[config.mk]
export PLATFORM = sky130hd
export DESIGN_NAME = divider_16bit_sequential
export DESIGN_NICKNAME = d
export VERILOG_FILES = /design/src/rtl/divider_pkg.sv /design/src/rtl/AdderSubtractor16BitOverflow.sv /design/src/rtl/divider_16bit_sequential.sv
export SDC_FILE = /design/constraint.sdc
export NUM_CORES = 1
export LEC_CHECK = 0
export BUFFER_PORTS_ARGS = -buffer_cell sky130_fd_sc_hd__clkbuf_2
export CORE_MARGIN = 2
export CORE_UTILIZATION = 55
export DETAILED_ROUTE_END_ITERATION = 6
export HOLD_SLACK_MARGIN = 0.1
export PLACE_DENSITY = 0.86
export SLEW_MARGIN = 30
export SYNTH_ARGS = -nofsm -noshare
export SYNTH_HDL_FRONTEND = slang
export SYNTH_SLANG_ARGS = --single-unit
[constraint.sdc]
create_clock -name clk -period 3.4 [get_ports clk]
set_input_delay 0.51 -clock clk [delete_from_list [all_inputs] [get_ports clk]]
set_output_delay 0.51 -clock clk [all_outputs]
set_load 0.1 [all_outputs]
[src/rtl/divider_pkg.sv]
// Shared definitions for the sequential 16-bit divider.
// Contents: FSM state enum, datapath width and step count,
// the divide-by-zero quotient constant, the most negative 16-bit value,
// and two's-complement helpers used for operand and result sign handling.
package divider_pkg;

  localparam int DIV_WIDTH = 16;
  localparam int DIV_STEPS = 16;

  localparam logic [DIV_WIDTH-1:0] DIV_ZERO_QUOTIENT = 16'hFFFF;
  localparam logic [DIV_WIDTH-1:0] SIGNED_MIN        = 16'h8000;

  typedef enum logic [1:0] {
    IDLE = 2'd0,
    ITER = 2'd1,
    FIX  = 2'd2,
    DONE = 2'd3
  } div_state_e;

  // Invert and add one.
  function automatic logic [DIV_WIDTH-1:0] twos_neg(input logic [DIV_WIDTH-1:0] v);
    return ~v + DIV_WIDTH'(1);
  endfunction

  // Magnitude of a two's-complement value; -32768 maps to 16'h8000,
  // which is the correct unsigned magnitude.
  function automatic logic [DIV_WIDTH-1:0] abs16(input logic [DIV_WIDTH-1:0] v);
    return v[DIV_WIDTH-1] ? twos_neg(v) : v;
  endfunction

endpackage

[src/rtl/AdderSubtractor16BitOverflow.sv]
// 16-bit adder-subtractor with carry and signed overflow outputs.
// Ports:
//   a_i, b_i     operands
//   sub_i        1 = a_i - b_i (a + ~b + 1), 0 = a_i + b_i
//   sum_o        result
//   carry_out_o  carry out of bit 15; when subtracting, 1 means no borrow
//   overflow_o   signed overflow of the operation
module AdderSubtractor16BitOverflow
  import divider_pkg::*;
(
  input  logic [DIV_WIDTH-1:0] a_i,
  input  logic [DIV_WIDTH-1:0] b_i,
  input  logic                 sub_i,
  output logic [DIV_WIDTH-1:0] sum_o,
  output logic                 carry_out_o,
  output logic                 overflow_o
);

  logic [DIV_WIDTH-1:0] b_eff;

  assign b_eff = b_i ^ {DIV_WIDTH{sub_i}};
  assign {carry_out_o, sum_o} = {1'b0, a_i} + {1'b0, b_eff} + {{DIV_WIDTH{1'b0}}, sub_i};
  // Overflow when both effective operands share a sign the result does not.
  assign overflow_o = (a_i[DIV_WIDTH-1] == b_eff[DIV_WIDTH-1]) &&
                      (sum_o[DIV_WIDTH-1] != a_i[DIV_WIDTH-1]);

endmodule

[src/rtl/divider_16bit_sequential.sv]
// Multi-cycle restoring divider, one quotient bit per cycle.
// Ports:
//   clk, rst            rising-edge clock, async active-high reset
//   start               request, sampled only in IDLE
//   signed_mode         1 = two's-complement operands (captured with start)
//   dividend, divisor   operands (captured with start)
//   busy                high in every state but IDLE
//   done                one-cycle pulse, results valid from then on
//   quotient, remainder results; remainder sign follows the dividend
//   div_by_zero         divisor was 0 (quotient FFFF, remainder = dividend)
//   signed_overflow     signed -32768 / -1
//   zero_flag           quotient == 0
//   negative_flag       quotient[15] in signed mode, else 0
// Handshake: start is only honoured while busy is low; done marks the first
// cycle the result registers hold the new values, which then persist until
// the next accepted operation completes.
module divider_16bit_sequential
  import divider_pkg::*;
#(
  parameter int WIDTH = DIV_WIDTH
) (
  input  logic             clk,
  input  logic             rst,
  input  logic             start,
  input  logic             signed_mode,
  input  logic [WIDTH-1:0] dividend,
  input  logic [WIDTH-1:0] divisor,
  output logic             busy,
  output logic             done,
  output logic [WIDTH-1:0] quotient,
  output logic [WIDTH-1:0] remainder,
  output logic             div_by_zero,
  output logic             signed_overflow,
  output logic             zero_flag,
  output logic             negative_flag
);

  div_state_e           state_q;
  logic [4:0]           cnt_q;
  logic [WIDTH:0]       r_q;       // 17-bit partial remainder
  logic [WIDTH-1:0]     q_q;       // dividend shifting out / quotient shifting in
  logic [WIDTH-1:0]     dvs_q;     // divisor magnitude
  logic                 q_sign_q;
  logic                 r_sign_q;
  logic                 ovf_pend_q;
  logic                 signed_q;

  logic                 busy_q, done_q, dbz_q, ovf_q, zero_q, neg_q;
  logic [WIDTH-1:0]     quotient_q, remainder_q;

  logic [WIDTH:0]       r_shift;
  logic [WIDTH-1:0]     trial;
  logic                 trial_carry;
  logic                 adder_ovf_unused;
  logic                 no_borrow;
  logic [WIDTH:0]       r_d;
  logic [WIDTH-1:0]     q_d;
  logic [WIDTH-1:0]     q_fix;
  logic [WIDTH-1:0]     r_fix;

  assign r_shift = {r_q[WIDTH-1:0], q_q[WIDTH-1]};

  AdderSubtractor16BitOverflow u_trial_sub (
    .a_i         (r_shift[WIDTH-1:0]),
    .b_i         (dvs_q),
    .sub_i       (1'b1),
    .sum_o       (trial),
    .carry_out_o (trial_carry),
    .overflow_o  (adder_ovf_unused)
  );

  // Bit 16 of the shifted remainder means it already exceeds any 16-bit
  // divisor, so the subtraction succeeds even if the 16-bit adder borrows.
  assign no_borrow = r_shift[WIDTH] | trial_carry;

  always_comb begin
    r_d = r_shift;
    q_d = {q_q[WIDTH-2:0], 1'b0};
    if (no_borrow) begin
      r_d = {1'b0, trial};
      q_d = {q_q[WIDTH-2:0], 1'b1};
    end
  end

  assign q_fix = q_sign_q ? twos_neg(q_q) : q_q;
  assign r_fix = r_sign_q ? twos_neg(r_q[WIDTH-1:0]) : r_q[WIDTH-1:0];

  always_ff @(posedge clk or posedge rst) begin
    if (rst) begin
      state_q     <= IDLE;
      cnt_q       <= '0;
      r_q         <= '0;
      q_q         <= '0;
      dvs_q       <= '0;
      q_sign_q    <= 1'b0;
      r_sign_q    <= 1'b0;
      ovf_pend_q  <= 1'b0;
      signed_q    <= 1'b0;
      busy_q      <= 1'b0;
      done_q      <= 1'b0;
      quotient_q  <= '0;
      remainder_q <= '0;
      dbz_q       <= 1'b0;
      ovf_q       <= 1'b0;
      zero_q      <= 1'b0;
      neg_q       <= 1'b0;
    end else begin
      case (state_q)
        IDLE: begin
          if (start) begin
            busy_q <= 1'b1;
            if (divisor == '0) begin
              quotient_q  <= DIV_ZERO_QUOTIENT;
              remainder_q <= dividend;
              dbz_q       <= 1'b1;
              ovf_q       <= 1'b0;
              zero_q      <= (DIV_ZERO_QUOTIENT == '0);
              neg_q       <= signed_mode & DIV_ZERO_QUOTIENT[WIDTH-1];
              state_q     <= DONE;
            end else begin
              q_q        <= signed_mode ? abs16(dividend) : dividend;
              dvs_q      <= signed_mode ? abs16(divisor) : divisor;
              r_q        <= '0;
              cnt_q      <= '0;
              q_sign_q   <= signed_mode & (dividend[WIDTH-1] ^ divisor[WIDTH-1]);
              r_sign_q   <= signed_mode & dividend[WIDTH-1];
              ovf_pend_q <= signed_mode & (dividend == SIGNED_MIN) & (divisor == '1);
              signed_q   <= signed_mode;
              state_q    <= ITER;
            end
          end
        end
        ITER: begin
          r_q   <= r_d;
          q_q   <= q_d;
          cnt_q <= cnt_q + 5'd1;
          if (cnt_q == 5'(DIV_STEPS - 1)) begin
            state_q <= FIX;
          end
        end
        FIX: begin
          quotient_q  <= q_fix;
          remainder_q <= r_fix;
          dbz_q       <= 1'b0;
          ovf_q       <= ovf_pend_q;
          zero_q      <= (q_fix == '0);
          neg_q       <= signed_q & q_fix[WIDTH-1];
          done_q      <= 1'b1;
          state_q     <= DONE;
        end
        DONE: begin
          // Entered directly from IDLE on divide-by-zero with done low:
          // spend one cycle raising done so that path also pulses done once.
          if (done_q) begin
            done_q  <= 1'b0;
            busy_q  <= 1'b0;
            state_q <= IDLE;
          end else begin
            done_q  <= 1'b1;
          end
        end
        default: begin
          state_q <= IDLE;
          busy_q  <= 1'b0;
          done_q  <= 1'b0;
        end
      endcase
    end
  end

  assign busy            = busy_q;
  assign done            = done_q;
  assign quotient        = quotient_q;
  assign remainder       = remainder_q;
  assign div_by_zero     = dbz_q;
  assign signed_overflow = ovf_q;
  assign zero_flag       = zero_q;
  assign negative_flag   = neg_q;

endmodule

== Word level (Yosys, flattened, before mapping) ==
Cells that the tools add are included.
Word-level totals
  bits in registers: 97
  logic and storage cells: 103
Operators by class
  $add $sub $neg: 7
  eq/ne operators: 11
  muxes and demuxes: 43
  bitwise operators: 13
  reduce and logical (&&, ||, !) cells: 12
Operators by type and width (number)
  16-bit two-way mux: 15
  16-bit one-hot mux with 2 select lines: 4
  16-bit inverter: 5
  16-bit by 1-bit adder with 16-bit output, second input constant: 4
  16-bit equality test, second input constant: 2
  16-bit logical NOT: 2
  16-bit by 16-bit adder with 17-bit output: 1
  17-bit by 1-bit adder with 17-bit output, second input constant: 1
  3-bit AND reduction: 5
  1-bit one-hot mux with 2 select lines: 6
  1-bit two-way mux: 10
  5-bit two-way mux: 2
  2-bit inequality test, second input constant: 5
  5-bit one-hot mux with 2 select lines: 1
  2-bit two-way mux: 4
  2-bit one-hot mux with 4 select lines: 1
  2-bit nonzero test: 4
  5-bit by 1-bit adder with 5-bit output, second input constant: 1
  1-bit bitwise AND: 5
  5-bit by 4-bit equality test with 1-bit output, second input constant: 1
  2-bit equality test, second input constant: 2
  2-bit by 1-bit equality test with 1-bit output, second input constant: 1
  2-bit logical NOT: 1
  1-bit inverter: 1
  other kinds (2): 2

== Longest topological paths before layout ==
Gate-level depths: netlist of run 1.
  depth after elaboration: 7
  gate-level depth with buffers: 10
  mapped depth without buffers: 10

== By module ==
Synthesis of run 1 repeated with hierarchy kept, for this count alone.
Second synthesis, totals
  cell total of the unflattened synthesis: 759
  area, all modules: 6538.8 µm²
Modules (own cells, without submodules)
  divider_16bit_sequential: times used 1, cells each 645, area an instance 5614.1 µm², sequential area each 2427.3 µm²
  AdderSubtractor16BitOverflow: times used 1, cells each 114, area an instance 924.6 µm², sequential area each 0.0 µm²

== Worst setup path after synthesis of run 1 ==
No wires, ideal clock.
  path kind: reg-to-reg
  from: register q_q[15]
  to: register r_q[0]
  setup time: 0.121 ns
  arrival: 2.221 ns
  required time: 3.279 ns
  setup slack: 1.059 ns
  cell stages (with the launch flop): 11
  period minus slack after synthesis: 2.341 ns
  path through: dfrtp_1 > inv_1 > ha_1 > fa_1 > nand2b_1 > a21oi_1 > o21ai_0 > a21oi_1 > buf_2 > a21oi_1 > a22o_1
Between the ends
  cells in the longest elaborated chain, start to end: 5
Ends and longest elaborated chain
  from (decl): line divider_16bit_sequential.sv:41  | logic [WIDTH-1:0] q_q;
  from (signal assigned): line divider_16bit_sequential.sv:121  | q_q <= signed_mode ? abs16(dividend) : dividend;
  from (signal assigned): line divider_16bit_sequential.sv:135  | q_q <= q_d;
  16-bit by 16-bit adder with 17-bit output: line AdderSubtractor16BitOverflow.sv:22  | assign {carry_out_o, sum_o} = {1'b0, a_i} + {1'b0, b_eff} + {{DIV_WIDTH{1'b0}}, sub_i};
  17-bit by 1-bit adder with 17-bit output: line AdderSubtractor16BitOverflow.sv:22
  1-bit bitwise OR: line divider_16bit_sequential.sv:74  | assign no_borrow = r_shift[WIDTH] | trial_carry;
  16-bit two-way mux *: line divider_16bit_sequential.sv:79  | if (no_borrow) begin
  16-bit one-hot mux with 2 select lines *: line divider_16bit_sequential.sv:108  | case (state_q)
  to (signal assigned): line divider_16bit_sequential.sv:134  | r_q <= r_d;
  to (decl): line divider_16bit_sequential.sv:40  | logic [WIDTH:0] r_q;
Every way passes the cells marked *; elsewhere a longest branch is shown, timed or not.
A chain may end at the register's enable or synchronous reset.

== Final worst setup path of run 1 ==
  from: register q_q[15]
  to: register r_q[12]
Between the ends
  cells in the longest elaborated chain, start to end: 5
Ends and longest elaborated chain (line)
  16-bit by 16-bit adder with 17-bit output *: AdderSubtractor16BitOverflow.sv:22
  17-bit by 1-bit adder with 17-bit output *: AdderSubtractor16BitOverflow.sv:22
  1-bit bitwise OR: divider_16bit_sequential.sv:74
  16-bit two-way mux *: divider_16bit_sequential.sv:79
  16-bit one-hot mux with 2 select lines *: divider_16bit_sequential.sv:108
Marked as above.

==> results of run 1 <==
-- cells in the mapped netlist (3+ instances only) --
library cell  number  area [µm²]
mux2i_1           12         120
a22o_1             4        35.0
buf_2             12        60.1
and2_1             6        37.5
nand2_1          122         458
or3_1              7        43.8
nand2b_1           8        50.1
a222oi_1           4        40.0
ha_1              28         350
or4_1              4        30.0
o21ai_0          101         505
dfrtp_1           97        2430
o31ai_1           14         105
inv_1             41         154
a21boi_0           3        22.5
xnor2_1           21         184
o211ai_1           5        37.5
clkbuf_1          24        90.1
nor4_1             8        50.1
nand4_1            9        56.3
nor2b_1            7        43.8
and3_1             5        31.3
a31oi_1           19         119
nor3_1            14        70.1
nor3b_1            4        30.0
xor2_1            43         377
a21oi_1           58         290
o41ai_1            5        43.8
a22oi_1            3        22.5
nor2_1            56         210
nand3_1            5        25.0
o21a_1             4        30.0
o21ai_1            4        20.0
-- worst max-delay path by stage --
stage                              from             endpoint  slack [ns]  cells after the start
global route        q_q[15]$_DFFE_PP0P_  r_q[12]$_DFFE_PP0P_        0.50                     11
floorplan                           rst     busy$_DFFE_PP0P_        0.36                      1
global placement            divisor[10]   r_q[9]$_DFFE_PP0P_        0.70                      9
detailed placement          divisor[10]  r_q[12]$_DFFE_PP0P_        0.67                      9
finish              q_q[15]$_DFFE_PP0P_  r_q[12]$_DFFE_PP0P_        0.72                     11
CTS                 q_q[15]$_DFFE_PP0P_  r_q[12]$_DFFE_PP0P_        0.73                     11
-- area by class of cell --
class,instances,area share
Multi-Input combinational cell,605,0.510
Sequential cell,97,0.336
Timing Repair Buffer,82,0.0617
Clock buffer,10,0.0331
Tap cell,143,0.0248
Inverter,41,0.0217
Clock inverter,6,0.0125
-- kinds of logic (layout without fill, tap and decap cells) --
logic type	count (synthesis)	in the layout	synth area share
simple gates	261	261	0.188
buf+inv	82	139	0.0519
compound gates	238	238	0.218
mux	13	13	0.0204
xor+xnor	64	64	0.0871
fa+ha+maj	29	29	0.0575
flops	97	97	0.377
-- state kept, by name, indices dropped and copies added (netlist names), 2 cells and up --
| register | count |
|---|---|
| dvs_q | 16 |
| state_q | 2 |
| q_q | 16 |
| cnt_q | 5 |
| quotient | 16 |
| remainder | 16 |
| r_q | 16 |
-- through the flow --
stage                     hold slack [ns]  std cells  instance area, µm²
after floorplan                     0.449        784                6440
after global placement              0.460        968                6890
after detailed placement            0.470        968                6890
after CTS                           0.344        984                7220
after global routing                0.373        984                7220
final                               0.281        984                7220
-- per-layer routing --
| layer | global-route usage | vias to the layer above | share of wire |
|---|---|---|---|
| li1 | - | 2849 | - |
| met1 | 0.353 | 2705 | 0.45 |
| met2 | 0.394 | 191 | 0.47 |
| met3 | 0.0324 | 23 | 0.061 |
| met4 | 0.0805 | 0 | 0.020 |
| met5 | 0 | - | 0 |
-- critical path, stage by stage, from the launching register on --
cell and delay (ns):
dfrtp_1 0.35, inv_1 0.08, ha_1 0.23, fa_1 0.38, nand2b_1 0.19, a21oi_1 0.19, o21ai_0 0.14, a21oi_1 0.25
buf_4 0.25, nor2_1 0.14, a222oi_1 0.28, inv_1 0.08
-- power by group through the flow --
stage          sequential, mW  clock [mW]  combinational [mW]
2_1_floorplan            3.20           0                2.25
3_3_place_gp             2.05           0                4.07
3_5_place_dp             2.07           0                4.17
4_1_cts                  2.05        1.14                4.19
5_1_grt                  2.13        1.19                4.56
6_report                 2.05        1.14                4.19
==> impl_results.md, run 1 <==
* Slew @ Worst Pin at 0.813 ns
* Initial antenna violation count at 0
* Worst Setup End Kind: flop
* Sequential fraction of design power at 0.278
* Die area at 0.0126 mm²
* Num CTS Buffers at 9
* Crit start category: flop
* Yosys synthesis warning count at 0
* Worst setup margin at 0.724 ns
* N_diodes at 0
* Clk sinks at 97
* Pwr dens at 1020 mW/mm²
* NetSw at about 4 mW
* Cells after Synth at around 800
* Synthesized Nets at about 850
* Leak at 3.23 nW
* Mapped Area at ~0.0064 mm²
* Ports at 74
* Switching Share at 0.540
* Main synth FF type: dfrtp_1
* Htree depth at 3
* Final Util at 0.632
* Cts repair resizes at 0
* Root buffer cell: clkbuf_16
* RSZ-0062 raised after global routing: no
* Setup violations, final at 0
* Slew headroom at 0.458
* Fmax at roughly 0.37 GHz
* Post-DP HPWL at 11000 µm
* Commonest cells after routing, fill and taps aside: nand2_1 (122), o21ai_0 (101), dfrtp_1 (97)
* Initial drt markers at 480
* Most common cell after layout, fill and taps aside: nand2_1
* Sequential standard cell area at 0.00243 mm²
* Clk_skew at 0.00898 ns
* Comb power frac at 0.568
* Critical Path RT at 3.63 ns
* Row cnt at 39
* Initial Util at 0.564
* Worst R2R Path Depth at 11
* FF-to-FF setup slack at 0.72 ns
* Seq/Total Area, Yosys at 0.377
* DR pass1 iterations at 5
* WS Path Type: flop to flop
* Async S/R FF share, synth at 1.00
* Vias in the first global route at ~5300
* Total track usage at 0.248
* Max_cap viols at 0
* Post-route DRC at 0
* CTS tree: done
* Final hold violations at 0
* Crit path arrival time at 2.91 ns
* Hold Crit Class: input pin to asynchronous set/reset pin
* Max Root-Sink Buffers at 2
* ANT nets after route at 0
* Distinct cell type count after synthesis at 55
* Share of cells above drive strength 1 at 0.130
* Mean post-synth cell area at 8.21 µm²
* Core area at 0.0114 mm²
* Multi-input gate area at 0.00368 mm²
* Via count at ~5800
* EDFF count, synth at 0
* Vias/cell at slightly below 6
* First-pass GRT wire length at between 20000 and 30000 µm
* Final WL at 15100 µm
* Fin nets at 901
* IO buf count at 73
* Area Growth Syn to Fin at 12.1%
* DR WL/cell at roughly 15 µm
* Pin count of the biggest net entering global routing at 65
* Die Span X at 112 µm
* GRT overflow at 0
* Synth Register Bits at between 90 and 100
* Fin Setup TNS at 0 ns
* Peak VDD IR at 0.880 mV
* Pint at 3.39 mW
* Reg clk slew, reported paths at 0.07 ns
* Clk_lat worst skew at approximately 0.36 ns
* Minimum clock period at 2.68 ns
* Setup WS pre-CTS at 0.671 ns
* Clock power share at 0.154
* Period utilization at 0.787
* CTS hold repair buffers at 0
* FF-to-FF End: r_q[12]$_DFFE_PP0P_
* Gpl congestion at around 0.85
* Fillers at 994
* Crit-path max FO at 13
* Status: finished clean
* Max-slew violation count at 0
* Die Ht at 112 µm
* Pwr Total at 7.38 mW
* Setup repair bufs after CTS at 0
* R2R Path Start: q_q[15]$_DFFE_PP0P_
(Power assumes the default switching activity.)
==> run 2: changes to the inputs <==
CORE_UTILIZATION = 54   (was 55)
PLACE_DENSITY = 0.88   (was 0.86)
clock period = 2.2 ns   (was 3.4 ns; I/O delays follow)
==> run 2 against run 1 <==
Global-route usage is 2.3 points higher. Die area up 1.8%. Via count grew 8.4%. Critical endpoint is now r_q[4]$_DFFE_PP0P_. Highest routed layer unchanged. Register-to-register slack lost 0.81 ns. The flow now finishes with violations (design-rule violations, negative setup slack). Non-clock buffer count rose by 53. Utilization rose by 5.0 points. Count of clock-buffer cells in the layout shrank 1.
==> impl_results.md, run 2 (synthesis gave the netlist of run 1 again) <==
* Failing checks: design-rule violations, negative setup slack
* Period utilization at 1.04 (+0.253)
* Via count at 6253 (+8.4%)
* Hold Crit Class: input pin to asynchronous set/reset pin
* Htree depth at 3 (unchanged)
* Met3 wire length at 1240 µm (+36%)
* RSZ-0062 raised after global routing: yes
* Num CTS Buffers at 9 (unchanged)
* Initial drt markers at 680 (+42%)
* Core area at 0.0115 mm² (+0.85%)
* Fmax at 0.437 GHz (+17%)
* Highest metal used: met4
* Leak at 3.53 nW (+9.1%)
* Post-route DRC at 7 (+7)
* N_diodes at 0 (unchanged)
* Crit-path max FO at 6 (-7)
* Max Root-Sink Buffers at 2 (unchanged)
* Die Span X at 113 µm (+0.89%)
* ANT nets after route at 0 (unchanged)
* Die area at 0.0128 mm² (+1.8%)
* Worst Setup End Kind: flop
* Slew headroom at 0.591 (+0.132)
* Fillers at 897 (-9.8%)
* FF-to-FF setup slack at -0.09 ns (-0.81 ns)
* Initial Util at 0.559 (-0.00478)
* Vias in the first global route at 5872 (+11%)
* Met1 WL at 7360 µm (+7.9%)
* Final WL at 17700 µm (+17%)
* Worst path slowest cell: dfrtp_1
* Root buffer cell: clkbuf_16
* Pwr dens at 1590 mW/mm² (+55%)
* CTS tree: done
* GRT overflow at 0 (unchanged)
* Post-DP HPWL at 11900 µm (+7.8%)
* Fin Setup TNS at -0.656 ns (-0.656 ns)
* Peak VDD IR at 0.806 mV (-8.5%)
* Slowest stage delay, CP at 0.43 ns (+0.05 ns)
* Commonest cells after routing, fill and taps aside: nand2_1 (121), dfrtp_1 (94), o21ai_0 (91)
* Clk sinks at 97 (unchanged)
* Met2 Wirelength at 8560 µm (+22%)
* IO buf count at 73 (unchanged)
* Setup violations, final at 16 (+16)
* Most common cell on crit path: a21oi_4
* Final Util at 0.682 (+0.0498)
* Slew @ Worst Pin at 0.614 ns (-0.198 ns)
* Max-slew violation count at 0 (unchanged)
* Minimum clock period at 2.29 ns (-0.387 ns)
* Gpl congestion at 0.893 (+5.2%)
* Reg clk slew, reported paths at 0.07 ns (about the same)
* Clk_skew at 0.00833 ns (-0.000642 ns)
* Vias/cell at 6.03 (+2.9%)
* R2R Path Start: dvs_q[0]$_DFFE_PP0P_
* Worst setup margin at -0.0889 ns (-0.813 ns)
* Critical path cell sequence: ha_4, fa_2, nand2b_4, a21oi_4, o21ai_4, a21oi_4, buf_6, mux2i_2, o21ai_1
* DR pass1 iterations at 7 (+2)
* Row cnt at 39 (unchanged)
* WS Path Type: flop to flop
* Critical Path RT at 2.43 ns (-1.20 ns)
* First-pass GRT wire length at 28000 µm (+9.0%)
* Pin count of the biggest net entering global routing at 98 (+51%)
* Crit path arrival time at 2.52 ns (-0.39 ns)
* Share of cells above drive strength 1 at 0.219 (+0.0896)
* Max_cap viols at 0 (unchanged)
* Final hold violations at 0 (unchanged)
* Pwr Total at 12.5 mW (+69%)
* Total track usage at 0.270 (+0.0228)
* Area Growth Syn to Fin at 22.0%
* Worst R2R Path Depth at 9 (-2)
* Most common cell after layout, fill and taps aside: nand2_1
* Ports at 74 (unchanged)
* DR WL/cell at 17.1 µm (+11%)
* FF-to-FF End: r_q[4]$_DFFE_PP0P_
* Status: finished, violations left
* Die Ht at 113 µm (+0.89%)
* Fin nets at 954 (+5.9%)
* Crit start category: flop
* Clk_lat worst skew at 0.35 ns (about the same)
* Initial antenna violation count at 0 (unchanged)
run 2: cell type report:
type / instances / area, µm² / share of cell area
Sequential cell: 97 / 2430 / 0.309
Clock buffer: 9 / 225 / 0.0287
Tap cell: 143 / 179 / 0.0228
Clock inverter: 7 / 98.8 / 0.0126
Inverter: 41 / 158 / 0.0201
Multi-Input combinational cell: 605 / 3880 / 0.493
Timing Repair Buffer: 135 / 888 / 0.113
run 2: repair_timing:
| item | CTS | global route |
|---|---|---|
| pin swaps | 6 | 11 |
| setup endpoints to repair | 18 | 22 |
| buffers inserted | 0 | 3 |
| cloned | 1 | 0 |
| gates resized for setup | 18 | 33 |
| hold buffers | 0 | 0 |
run 2: through the flow:
step | instances | instance area, µm² | hold slack (ns) | setup WS (ns)
6_report | 1037 | 7860 | 0.0840 | -0.0889
5_1_grt | 1037 | 7860 | 0.162 | -0.135
4_1_cts | 1034 | 7720 | 0.140 | 0.00528
3_5_place_dp | 1017 | 7300 | 0.470 | -0.119
3_3_place_gp | 1017 | 7300 | 0.460 | -0.0422
2_1_floorplan | 784 | 6450 | 0.449 | 0.0000429
run 2: worst max-delay path by stage:
stage / end / cells after the start / slack [ns] / startpoint
global route: r_q[4]$_DFFE_PP0P_ / 10 / -0.13 / q_q[15]$_DFFE_PP0P_
finish: r_q[4]$_DFFE_PP0P_ / 9 / -0.09 / dvs_q[0]$_DFFE_PP0P_
detailed placement: r_q[11]$_DFFE_PP0P_ / 10 / -0.12 / q_q[15]$_DFFE_PP0P_
floorplan: r_q[9]$_DFFE_PP0P_ / 9 / 0.00004 / q_q[15]$_DFFE_PP0P_
global placement: r_q[0]$_DFFE_PP0P_ / 10 / -0.04 / q_q[15]$_DFFE_PP0P_
CTS: r_q[12]$_DFFE_PP0P_ / 10 / 0.005 / q_q[15]$_DFFE_PP0P_
run 2: layer usage:
layer	up-vias	global-route usage
li1	2965	-
met2	292	0.449
met5	-	0
met1	2942	0.356
met4	0	0.111
met3	54	0.0407
run 2: worst max-delay path, delay by kind of cell, from the launching register on:
kind                       cells  cell delay [ns]
AOI/OAI and AO/OA              4             0.61
buffers and inverters          1             0.17
DFF                            1             0.43
and+or+nand+nor                1             0.16
muxes                          1             0.24
adders and majority gates      2             0.55
run 2: power breakdown:
group	total, mW	internal, mW	leakage, nW	switching [mW]
sequential	3.07	2.46	1.18	0.613
combinational	7.65	2.34	2.19	5.30
clock	1.75	1.01	0.157	0.742
total	12.5	5.81	3.53	6.66
